`src/rtl/serial_adder_pkg.sv`:
```
// serial_adder_pkg: shared definitions for the digit-serial adder.
//   - FSM state encoding (enum plus legacy-compatible localparam constants)
//   - helpers deriving the number of digit steps and the step-counter width
package serial_adder_pkg;

   typedef enum logic [1:0] {
      IDLE = 2'd0,
      RUN  = 2'd1,
      DONE = 2'd2
   } state_e;

   localparam logic [1:0] ST_IDLE = IDLE;
   localparam logic [1:0] ST_RUN  = RUN;
   localparam logic [1:0] ST_DONE = DONE;

   function automatic int calc_steps(input int width, input int digit);
      return width / digit;
   endfunction

   // A single-step configuration still needs a 1-bit counter.
   function automatic int calc_cnt_w(input int steps);
      return (steps > 1) ? $clog2(steps) : 1;
   endfunction

endpackage

```
`src/rtl/serial_adder_digit_adder.sv`:
```
// digit_adder: combinational DIGIT-bit ripple adder built from full-adder cells.
// Ports:
//   a, b  [DIGIT-1:0]  operand digits
//   cin                carry into bit 0
//   sum   [DIGIT-1:0]  digit sum
//   cout               carry out of the top bit
//   ctop               carry into the top bit (for signed overflow)
module digit_adder
   import serial_adder_pkg::*;
#(
   parameter int DIGIT = 2
) (
   input  logic [DIGIT-1:0] a,
   input  logic [DIGIT-1:0] b,
   input  logic             cin,
   output logic [DIGIT-1:0] sum,
   output logic             cout,
   output logic             ctop
);

   logic [DIGIT:0] c;

   assign c[0] = cin;

   for (genvar i = 0; i < DIGIT; i++) begin : g_fa
      assign sum[i]   = a[i] ^ b[i] ^ c[i];
      assign c[i + 1] = (a[i] & b[i]) | (c[i] & (a[i] ^ b[i]));
   end

   assign cout = c[DIGIT];
   assign ctop = c[DIGIT - 1];

endmodule

```
`src/rtl/serial_adder.sv`:
```
// serial_adder: digit-serial WIDTH-bit adder, DIGIT bits per clock, with
// valid/ready handshakes on operand and result sides.
// Optional feature macro: SERIAL_ADDER_SUB_EN adds the sub port (a - b).
// Ports:
//   clk, rst             clock, synchronous active-high reset
//   in_valid / in_ready  operand handshake (a, b, cin[, sub])
//   out_valid / out_ready result handshake (sum, carry, overflow)
//
// state | meaning
// IDLE  | waiting for operands, in_ready=1
// RUN   | adding one digit per cycle, sum shifted in from the MSB end
// DONE  | result valid, waiting for out_ready
module serial_adder
   import serial_adder_pkg::*;
#(
   parameter int WIDTH = 8,
   parameter int DIGIT = 2
) (
   input  logic             clk,
   input  logic             rst,
   input  logic             in_valid,
   output logic             in_ready,
   input  logic [WIDTH-1:0] a,
   input  logic [WIDTH-1:0] b,
   input  logic             cin,
`ifdef SERIAL_ADDER_SUB_EN
   input  logic             sub,
`endif
   output logic             out_valid,
   input  logic             out_ready,
   output logic [WIDTH-1:0] sum,
   output logic             carry,
   output logic             overflow
);

   localparam int STEPS = calc_steps(WIDTH, DIGIT);
   localparam int CNT_W = calc_cnt_w(STEPS);
   localparam logic [CNT_W-1:0] CNT_LAST = CNT_W'(STEPS - 1);

   if ((WIDTH % DIGIT) != 0) begin : g_bad_digit
      $error("serial_adder: WIDTH (%0d) must be a multiple of DIGIT (%0d)", WIDTH, DIGIT);
   end

   logic [1:0]       state;
   logic [WIDTH-1:0] a_sh;
   logic [WIDTH-1:0] b_sh;
   logic             c_reg;
   logic [CNT_W-1:0] cnt;
   logic [DIGIT-1:0] d_sum;
   logic             d_cout;
   logic             d_ctop;
   logic [WIDTH-1:0] sum_next;
   logic [WIDTH-1:0] b_load;
   logic             c_load;

`ifdef SERIAL_ADDER_SUB_EN
   // a - b == a + ~b + 1; cin is not used when subtracting.
   always_comb begin
      b_load = sub ? ~b : b;
      c_load = sub ? 1'b1 : cin;
   end
`else
   always_comb begin
      b_load = b;
      c_load = cin;
   end
`endif

   digit_adder #(.DIGIT(DIGIT)) u_digit (
      .a    (a_sh[DIGIT-1:0]),
      .b    (b_sh[DIGIT-1:0]),
      .cin  (c_reg),
      .sum  (d_sum),
      .cout (d_cout),
      .ctop (d_ctop)
   );

   // Each new digit enters at the MSB; after STEPS shifts the LSB digit lands at bit 0.
   if (DIGIT == WIDTH) begin : g_sum_full
      assign sum_next = d_sum;
   end else begin : g_sum_shift
      assign sum_next = {d_sum, sum[WIDTH-1:DIGIT]};
   end

   assign in_ready  = (state == ST_IDLE);
   assign out_valid = (state == ST_DONE);

   always_ff @(posedge clk) begin
      if (rst) begin
         state    <= ST_IDLE;
         a_sh     <= '0;
         b_sh     <= '0;
         c_reg    <= 1'b0;
         cnt      <= '0;
         sum      <= '0;
         carry    <= 1'b0;
         overflow <= 1'b0;
      end else begin
         case (state)
            ST_IDLE: begin
               if (in_valid) begin
                  a_sh  <= a;
                  b_sh  <= b_load;
                  c_reg <= c_load;
                  cnt   <= CNT_LAST;
                  state <= ST_RUN;
               end
            end
            ST_RUN: begin
               a_sh  <= a_sh >> DIGIT;
               b_sh  <= b_sh >> DIGIT;
               c_reg <= d_cout;
               sum   <= sum_next;
               cnt   <= cnt - CNT_W'(1);
               if (cnt == '0) begin
                  carry    <= d_cout;
                  overflow <= d_cout ^ d_ctop;
                  state    <= ST_DONE;
               end
            end
            ST_DONE: begin
               if (out_ready) begin
                  state <= ST_IDLE;
               end
            end
            default: state <= ST_IDLE;
         endcase
      end
   end

endmodule
```
`config.mk`:
```
export PLATFORM = sky130hd
export DESIGN_NAME = serial_adder
export DESIGN_NICKNAME = d
export VERILOG_FILES = /design/src/rtl/serial_adder_pkg.sv /design/src/rtl/serial_adder_digit_adder.sv /design/src/rtl/serial_adder.sv
export SDC_FILE = /design/constraint.sdc
export NUM_CORES = 1
export LEC_CHECK = 0
export BUFFER_PORTS_ARGS = -buffer_cell sky130_fd_sc_hd__buf_2
export CAP_MARGIN = 20
export CORE_ASPECT_RATIO = 0.9
export CORE_UTILIZATION = 30
export DETAILED_ROUTE_END_ITERATION = 12
export GPL_ROUTABILITY_DRIVEN = 0
export SYNTH_ARGS = -nofsm -noshare
export SYNTH_HDL_FRONTEND = slang
export SYNTH_SLANG_ARGS = --single-unit
```
`constraint.sdc`:
```
create_clock -name clk -period 1.6 [get_ports clk]
set_input_delay 0 -clock clk [delete_from_list [all_inputs] [get_ports clk]]
set_output_delay 0 -clock clk [all_outputs]
set_load 0.005 [all_outputs]
```
==> results of run 1 <==
repair_timing:
action / CTS / global route
setup buffers: 0 / 1
gates resized for setup: 1 / 1
gates cloned: 0 / 0
hold buffers: 17 / 0
pin swaps: 3 / 2
endpoints found under the hold margin: 17 / 0
endpoints found under the setup margin: 1 / 3
where the power goes:
part	total [mW]	internal [mW]	switching (mW)
combinational	0.374	0.193	0.181
sequential	0.891	0.846	0.0445
clock	0.807	0.503	0.303
worst max-delay path by stage:
stage and end:
2_1_floorplan overflow$_SDFFE_PP0P_, 3_3_place_gp overflow$_SDFFE_PP0P_, 3_5_place_dp overflow$_SDFFE_PP0P_, 4_1_cts overflow$_SDFFE_PP0P_
5_1_grt overflow$_SDFFE_PP0P_, 6_report overflow$_SDFFE_PP0P_
worst min-delay path, stage by stage:
cell and delay [ns]:
sky130_fd_sc_hd__buf_2 0.09, sky130_fd_sc_hd__inv_1 0.04, sky130_fd_sc_hd__a22oi_1 0.07, sky130_fd_sc_hd__nor2_1 0.08
kinds of logic (layout without fill, tap and decap cells):
family	Yosys count	after routing	share of synthesized area, %
muxes	1	1	0.731
and+or+nand+nor	27	27	10.1
AOI/OAI and AO/OA	49	49	27.3
DFF	31	31	45.3
buffers and inverters	32	83	12.0
adders and majority gates	3	3	3.84
xor gates and xnor gates	1	1	0.640
final cells by class:
cell class	instances	area, um^2
multi-input combinational	81	589
tap	60	75.1
clock inverter	2	35.0
fill	427	2360
clock buffer	6	82.6
timing repair buffer	54	368
inverter	21	78.8
sequential	31	623
layout by cell type, fill, tap and decap left out:
cell and instances:
sky130_fd_sc_hd__a221oi_1 1, sky130_fd_sc_hd__mux2i_1 1, sky130_fd_sc_hd__a311oi_1 2, sky130_fd_sc_hd__nand2_2 1
sky130_fd_sc_hd__bufinv_16 1, sky130_fd_sc_hd__o21bai_1 1, sky130_fd_sc_hd__ha_1 1, sky130_fd_sc_hd__nor3_1 1
sky130_fd_sc_hd__nand2b_1 1, sky130_fd_sc_hd__nand2_1 12, sky130_fd_sc_hd__a32oi_1 2, sky130_fd_sc_hd__o221a_1 1
sky130_fd_sc_hd__o21ai_0 2, sky130_fd_sc_hd__and2b_4 1, sky130_fd_sc_hd__nor2b_1 1, sky130_fd_sc_hd__dfxtp_1 29
sky130_fd_sc_hd__clkbuf_8 6, sky130_fd_sc_hd__a211oi_1 2, sky130_fd_sc_hd__nand4bb_1 2, sky130_fd_sc_hd__nor2_4 1
sky130_fd_sc_hd__a21oi_1 23, sky130_fd_sc_hd__dfxtp_2 2, sky130_fd_sc_hd__o21ba_4 1, sky130_fd_sc_hd__inv_1 21
sky130_fd_sc_hd__nor2_1 7, sky130_fd_sc_hd__buf_2 32, sky130_fd_sc_hd__clkinv_2 1, sky130_fd_sc_hd__xnor2_1 1
sky130_fd_sc_hd__o221a_2 12, sky130_fd_sc_hd__buf_4 5, sky130_fd_sc_hd__a211oi_2 1, sky130_fd_sc_hd__dlygate4sd3_1 17
sky130_fd_sc_hd__fa_2 2, sky130_fd_sc_hd__a22oi_1 1
routing by layer:
metal  wire [um]  part of all wire, %  vias up
met1        1410                   48      564
li1            -                    -      599
met5           0                    0        -
met3         178                  6.0        7
met2        1310                   44       24
met4          49                  1.7        0
metrics by stage:
step | total power [mW] | TNS (ns) | instances | utilization [%]
after floorplan | 1.16 | 0 | 144 | -
after global placement | 1.25 | 0 | 229 | 36.9
after detailed placement | 1.25 | -0.0263 | 229 | 36.9
after CTS | 2.09 | 0 | 254 | 43.8
after global routing | 2.18 | -0.0560 | 255 | 44.0
final | 2.07 | 0 | 255 | 44.0
==> flow_summary.yaml, run 1 <==
synthesis:
  mappedNetlistArea_um2: 1370
  synthFlopType: "sky130_fd_sc_hd__dfxtp_1"
  synthArstFlopShare_pct: 0
  synth_edf_count: 0
  synth_cell_types: 32
  post-synth-top-count-cell: "sky130_fd_sc_hd__dfxtp_1"
  synthCells: 144
  ys_warn_count: 0
  synth_sequential_area_ratio_pct: 45.3
  yosys-top-cells-area: "sky130_fd_sc_hd__dfxtp_1 (45%), sky130_fd_sc_hd__o221a_2 (9.9%), sky130_fd_sc_hd__a21oi_1 (8.4%)"
  post-synth-top-area-cell: "sky130_fd_sc_hd__dfxtp_1"
  ys_ff_latch: 31
  synth_top_cell_area_share_pct: 45.3
  syn_nets: 168
  postSynthAreaPerCell_um2: 9.51
  synth.top_cells.by_count: "sky130_fd_sc_hd__dfxtp_1 (31), sky130_fd_sc_hd__a21oi_1 (23), sky130_fd_sc_hd__inv_1 (21)"
outcome:
  status: "finished, final reports clean"
placed_design:
  placement.cell_area_um2: 1550
  io_buffer_count: 32
  dpl_worst_slack_ns: -0.0263
  place.detailed.hpwl_mm: 1.90
worst_setup_path:
  crit_buf_inv: 1
  cp_data_required_time_ns: 1.81
  timing.critical_path.arrival_ns: 1.77
  r2r_setup_slack_ns: 0.04
  path_max_fanout: 3
  critPathSlowestCell: "sky130_fd_sc_hd__fa_2"
  worstPathCellList: "inv_1, fa_2, fa_2, xnor2_1, a311oi_1"
  setup.worst_path.start_class: "flip-flop"
  path_common_cell: "sky130_fd_sc_hd__fa_2"
  worstRegToRegCells: 5
  largest_stage_delay_worst_path_ns: 0.40
  cell_count_along_the_critical_path: 5
  critPathTopFamily: "adder cells"
  worstReg2RegEnd: "overflow$_SDFFE_PP0P_"
  critPathCaptureType: "flip-flop"
  worstSetupPathType: "reg2reg"
  reg2reg_from: "a_sh[0]$_SDFFE_PP0P_"
  cp_startpoint: "a_sh[0]$_SDFFE_PP0P_"
clock_network:
  cts_inserted_buffers: 5
  clk_pin_slew_worst_paths_ns: 0.07
  numClockSinks: 31
  worst_skew_pair.late_latency_ns: 0.29
  clk_root_buffer_cell: "sky130_fd_sc_hd__clkbuf_8"
  cts_tree: "yes"
  clk_buf_depth: 2
  htreeDepth: 2
sta:
  fin_skew_ns: 0.00520
  timing.final.max_slew_violations: 0
  worst_slack_ns: 0.0357
  timing.final.crit_period_ns: 1.56
  tightest_slew_ns: 0.568
  relSlewSlack_pct: 62.1
  hold_slack_ns: 0.0169
  final_setup_vio_count: 0
  hold_viol_final: 0
  max_clock_freq_mhz: 639
  setup_repair_after_global_routing_missed_its_margin: "yes"
  period_share_pct: 97.8
global_route:
  grt_pass1_vias: 1106
  met1_usage_pct: 13.9
  grt_remaining_overflow: 0
  grt_util_all_layers_pct: 13.7
  use_met3_pct: 6.55
  busiest_layer: "met2"
  grt_use_met2_pct: 23.4
  antenna_violations_before_repair: 0
  grt_start_max_net_pins: 32
  global_route_wire_length_before_repair_mm: 4.83
worst_hold_path:
  hold_class: "in2reg"
  worstHoldPathCells: 4
  worst_hold_startpoint: "out_ready"
  whs_endpoint: "state[1]$_SDFFE_PP0P_"
final_layout:
  layout.nets: 218
  final_layout_size_suffix_gt1_share_pct: 33.8
  top_regs: "a_sh: 8 flops, b_sh: 8 flops, sum: 8 flops"
  diodes: 0
  areaGrowthSynthToFinish_pct: 35.3
  finish.instance_area_um2: 1850
detailed_routing:
  vias_per_cell: 4.68
  drtAntennaViolNets: 0
  first_iter_violations: 52
  drt_drc_violations_left: 0
  totalWireLength_mm: 2.94
  detail_route.wl_per_cell_um: 11.5
  num_vias: 1194
  firstDrtPassIters: 4
floorplan:
  num_io_pins: 33
  design.die.area_um2: 4840
  die_width_um: 73.2
  floorplan.core_area_um2: 4210
  initial_utilization_pct: 32.5
  core.rowCount: 22
  die_h_um: 66.1
run:
  max_cap_viol_count: 0
pwr:
  vdd.ir_drop.worst_mv: 0.551
  static-leakage-power_nw: 0.772
  power_density_nw_per_um2: 1120
(Power assumes the default switching activity.)
==> run 2, diff against run 1 <==
- CORE_MARGIN: unset -> 3
==> flow_summary.yaml, run 2 (synthesized netlist as in run 1, its figures left out) <==
final_layout:
  diodes: 0
  areaGrowthSynthToFinish_pct: 32.1
  top_regs: "a_sh: 8 flops, b_sh: 8 flops, sum: 8 flops"
  layout.nets: 215
  fillers: 443
  layout_common_cells: "sky130_fd_sc_hd__buf_2 (32), sky130_fd_sc_hd__dfxtp_1 (28), sky130_fd_sc_hd__a21oi_1 (23)"
  final_layout_size_suffix_gt1_share_pct: 34.4
  finalCoreUtilization_pct: 42.7
  layout_commonest_cell: "sky130_fd_sc_hd__buf_2"
pwr:
  share_comb_of_total_power_pct: 19.1
  vdd.ir_drop.worst_mv: 0.342
  netSwitchingFraction_pct: 26.2
  pwr-share-clk_pct: 35.0
  power_density_nw_per_um2: 1070
  p_int_mw: 1.42
  static-leakage-power_nw: 0.750
  switchingPower_mw: 0.506
  part_of_the_power_in_registers_pct: 45.9
outcome:
  status: "finished, final reports clean"
worst_setup_path:
  r2r_setup_slack_ns: 0.06
  critPathSlowestCell: "sky130_fd_sc_hd__fa_2"
  largest_stage_delay_worst_path_ns: 0.39
  worstRegToRegCells: 5
  critPathCaptureType: "flip-flop"
  timing.critical_path.arrival_ns: 1.74
  path_common_cell: "sky130_fd_sc_hd__fa_2"
  path_max_fanout: 3
  worstSetupPathType: "reg2reg"
  cp_data_required_time_ns: 1.79
  setup.worst_path.start_class: "flip-flop"
  worstPathCellList: "inv_2, fa_2, fa_2, xnor2_1, a311oi_1"
detailed_routing:
  firstDrtPassIters: 4
  detail_route.wl_per_cell_um: 11.6
  totalWireLength_mm: 2.92
  first_iter_violations: 43
  num_vias: 1147
  drtAntennaViolNets: 0
  drt_drc_violations_left: 0
  vias_per_cell: 4.55
floorplan:
  floorplan.core_area_um2: 4240
  core.rowCount: 22
  design.die.area_um2: 5410
  initial_utilization_pct: 32.3
  die_width_um: 77.2
  die_h_um: 70.1
  num_io_pins: 33
global_route:
  grt_util_all_layers_pct: 11.6
  grt_start_max_net_pins: 32
  antenna_violations_before_repair: 0
  global_route_wire_length_before_repair_mm: 5.03
  grt_remaining_overflow: 0
  grt_pass1_vias: 1144
worst_hold_path:
  hold_class: "in2reg"
  worstHoldPathCells: 3
clock_network:
  cts_tree: "yes"
  htreeDepth: 2
  clk_root_buffer_cell: "sky130_fd_sc_hd__clkbuf_8"
  clk_pin_slew_worst_paths_ns: 0.06
  clk_buf_depth: 2
  numClockSinks: 31
  worst_skew_pair.late_latency_ns: 0.28
  cts_inserted_buffers: 5
sta:
  fin_skew_ns: 0.00405
  setup_repair_after_global_routing_missed_its_margin: "yes"
  max_clock_freq_mhz: 648
  final_setup_vio_count: 0
  tightest_slew_ns: 0.586
  timing.final.max_slew_violations: 0
  period_share_pct: 96.5
  relSlewSlack_pct: 61.0
  hold_viol_final: 0
  hold_slack_ns: 0.0120
  timing.final.crit_period_ns: 1.54
run:
  max_cap_viol_count: 0
placed_design:
  io_buffer_count: 32
  place.detailed.hpwl_mm: 1.97
run 2: power groups by stage:
stage / Combinational, mW / Sequential, mW / Clock, mW
global placement: 0.344 / 0.901 / 0
global route: 0.418 / 0.896 / 0.731
floorplan: 0.271 / 0.893 / 0
finish: 0.369 / 0.887 / 0.675
CTS: 0.373 / 0.886 / 0.700
detailed placement: 0.345 / 0.902 / 0
run 2: metal layers:
layer / vias to the layer above / part of all wire [%] / track usage [%]
li1: 594 / - / -
met1: 521 / 52 / 15.1
met2: 26 / 41 / 17.2
met3: 6 / 5.7 / 5.03
met4: 0 / 1.6 / 4.15
met5: - / 0 / 0
run 2: worst max-delay path: cells and delay by family (launching register included):
family	cells	cell delay, ns
xor gates and xnor gates	1	0.13
AOI/OAI and AO/OA	1	0.19
adders and majority gates	2	0.76
DFF	1	0.33
buffers and inverters	1	0.04
run 2: final cells by class:
class / count / area (um^2) / share of cell area, %
repair buffers: 51 / 340 / 18.8
clock buffers: 8 / 100 / 5.54
inverters: 21 / 78.8 / 4.36
well taps: 60 / 75.1 / 4.15
flip-flops and latches: 31 / 624 / 34.5
multi-input cells: 81 / 589 / 32.6
run 2: what timing repair did:
item / CTS / global route
gates cloned: 0 / 0
pin swaps: 4 / 1
buffers inserted: 0 / 0
resized for setup: 2 / 2
endpoints found under the setup margin: 1 / 3
hold endpoints to repair: 15 / 0
hold buffers: 15 / 0
run 2: through the flow:
step	instances	setup WS [ns]	instance area (um^2)	setup TNS, ns	power, mW
after floorplan	144	0.0349	1370	0	1.16
after global placement	229	0.00737	1550	0	1.24
after detailed placement	229	-0.0387	1550	-0.0387	1.25
after CTS	252	0.000342	1810	0	1.96
after global routing	252	-0.0343	1810	-0.0343	2.04
final	252	0.0562	1810	0	1.93
run 2: worst paths after layout:
kind | endpoint | start
max reg2reg | overflow$_SDFFE_PP0P_ | c_reg$_SDFFE_PP0P_
max | overflow$_SDFFE_PP0P_ | c_reg$_SDFFE_PP0P_
min | a_sh[6]$_SDFFE_PP0P_ | a[6]
min reg2reg | sum[0]$_SDFFE_PP0P_ | sum[0]$_SDFFE_PP0P_
==> run 3, diff against run 2 <==
- MAX_ROUTING_LAYER: unset -> met4
- clock period: 1.6 -> 1.8 ns (I/O delays scaled with it)
==> flow_summary.yaml, run 3 (synthesized netlist as in run 1, its figures left out) <==
final_layout:
  finalCoreUtilization_pct: 41.5
  layout.nets: 210
  top_regs: "a_sh: 8 flops, b_sh: 8 flops, sum: 8 flops"
  layout_common_cells: "sky130_fd_sc_hd__buf_2 (32), sky130_fd_sc_hd__dfxtp_1 (31), sky130_fd_sc_hd__a21oi_1 (23)"
  layout_commonest_cell: "sky130_fd_sc_hd__buf_2"
  areaGrowthSynthToFinish_pct: 28.5
  layoutNonFillerInstCount: 247
  final_layout_size_suffix_gt1_share_pct: 31.0
  fillers: 456
  diodes: 0
global_route:
  grt_pass1_vias: 1115
  grt_start_max_net_pins: 32
  grt_remaining_overflow: 0
  antenna_violations_before_repair: 0
  grt_util_all_layers_pct: 12.1
  global_route_wire_length_before_repair_mm: 5.05
detailed_routing:
  detail_route.wl_per_cell_um: 11.8
  firstDrtPassIters: 4
  num_vias: 1144
  first_iter_violations: 46
  drt_drc_violations_left: 0
  vias_per_cell: 4.63
  totalWireLength_mm: 2.92
  drtAntennaViolNets: 0
clock_network:
  cts_tree: "yes"
  numClockSinks: 31
  clk_buf_depth: 2
  worst_skew_pair.late_latency_ns: 0.28
  clk_root_buffer_cell: "sky130_fd_sc_hd__clkbuf_8"
  cts_inserted_buffers: 5
  post-cts-setup-buffer-count: 0
  clk_pin_slew_worst_paths_ns: 0.06
  htreeDepth: 2
sta:
  tightest_slew_ns: 0.572
  hold_slack_ns: 0.0174
  hold_viol_final: 0
  setup_repair_after_global_routing_missed_its_margin: "no"
  relSlewSlack_pct: 61.9
  period_share_pct: 95.7
  final_setup_vio_count: 0
  max_clock_freq_mhz: 581
  fin_skew_ns: 0.00134
  timing.final.crit_period_ns: 1.72
  timing.final.max_slew_violations: 0
  tns_ns: 0
pwr:
  netSwitchingFraction_pct: 26.2
  power_density_nw_per_um2: 965
  static-leakage-power_nw: 0.726
  p_int_mw: 1.25
  part_of_the_power_in_registers_pct: 46.4
  pwr-share-clk_pct: 35.2
  switchingPower_mw: 0.445
  share_comb_of_total_power_pct: 18.4
  vdd.ir_drop.worst_mv: 0.314
worst_setup_path:
  largest_stage_delay_worst_path_ns: 0.47
  crit_buf_inv: 1
  worstReg2RegEnd: "overflow$_SDFFE_PP0P_"
  critPathCaptureType: "flip-flop"
  reg2reg_from: "a_sh[0]$_SDFFE_PP0P_"
  timing.critical_path.arrival_ns: 1.92
  cp_startpoint: "a_sh[0]$_SDFFE_PP0P_"
  worstSetupPathType: "reg2reg"
  path_max_fanout: 3
  worstPathCellList: "inv_1, fa_1, fa_2, xnor2_1, a311oi_1"
  critPathTopFamily: "adder cells"
  worstRegToRegCells: 5
  r2r_setup_slack_ns: 0.08
  worstSetupEndpoint: "overflow$_SDFFE_PP0P_"
  cp_data_required_time_ns: 1.99
  cell_count_along_the_critical_path: 5
  critPathSlowestCell: "sky130_fd_sc_hd__fa_1"
  setup.worst_path.start_class: "flip-flop"
worst_hold_path:
  hold_class: "in2reg"
  worst_hold_startpoint: "cin"
floorplan:
  initial_utilization_pct: 32.3
  die_h_um: 70.1
  design.die.area_um2: 5410
  die_width_um: 77.2
  core.rowCount: 22
  num_io_pins: 33
  floorplan.core_area_um2: 4240
run:
  max_cap_viol_count: 0
placed_design:
  place.detailed.hpwl_mm: 1.94
  io_buffer_count: 32
  placed_cells_incl_taps: 226
outcome:
  status: "finished, final reports clean"
run 3: changes by cell type in the layout (fill, tap and decap cells not counted), sizes merged:
cell	delta
buf	-3
dlygate4sd3	-2
run 3: power groups by stage:
stage	clock, mW	sequential [mW]	combinational, mW
floorplan	0	0.794	0.239
global placement	0	0.803	0.289
detailed placement	0	0.805	0.293
CTS	0.627	0.790	0.316
global route	0.649	0.797	0.359
finish	0.597	0.789	0.312
run 3: per-stage QoR:
stage / power [mW] / setup WS, ns / cell area [um^2]
2_1_floorplan: 1.03 / 0.107 / 1370
3_3_place_gp: 1.09 / 0.0553 / 1530
3_5_place_dp: 1.10 / 0.0181 / 1530
4_1_cts: 1.73 / 0.00936 / 1760
5_1_grt: 1.80 / 0.00572 / 1760
6_report: 1.70 / 0.0777 / 1760
run 3: cell type report:
class | count | area [um^2] | share of cell area (%)
Timing Repair Buffer | 46 | 298 | 16.9
Clock buffer | 8 | 100 | 5.69
Multi-Input combinational cell | 81 | 587 | 33.4
Tap cell | 60 | 75.1 | 4.27
Sequential cell | 31 | 621 | 35.3
Inverter | 21 | 78.8 | 4.48
run 3: repair_timing:
item	CTS	global route
endpoints found under the hold margin	13	0
hold buffers	13	0
setup endpoints to repair	0	2
gates resized for setup	0	1
run 3: routing by layer:
layer | routed length (um) | track usage [%] | share of wire [%] | vias to the layer above
li1 | - | - | - | 585
met1 | 1440 | 15.1 | 49 | 528
met2 | 1260 | 17.4 | 43 | 26
met3 | 163 | 3.87 | 5.6 | 5
met4 | 60 | 6.52 | 2.1 | 0
met5 | 0 | - | 0 | -
run 3: how the worst min path moves through the flow:
stage                                end  slack [ns]  cells past startpoint
floorplan           a_sh[7]$_SDFFE_PP0P_        0.17                      2
global placement    a_sh[7]$_SDFFE_PP0P_        0.27                      3
detailed placement  b_sh[7]$_SDFFE_PP0P_        0.27                      3
CTS                 a_sh[6]$_SDFFE_PP0P_       0.002                      3
global route          c_reg$_SDFFE_PP0P_        0.02                      2
finish                c_reg$_SDFFE_PP0P_        0.02                      2
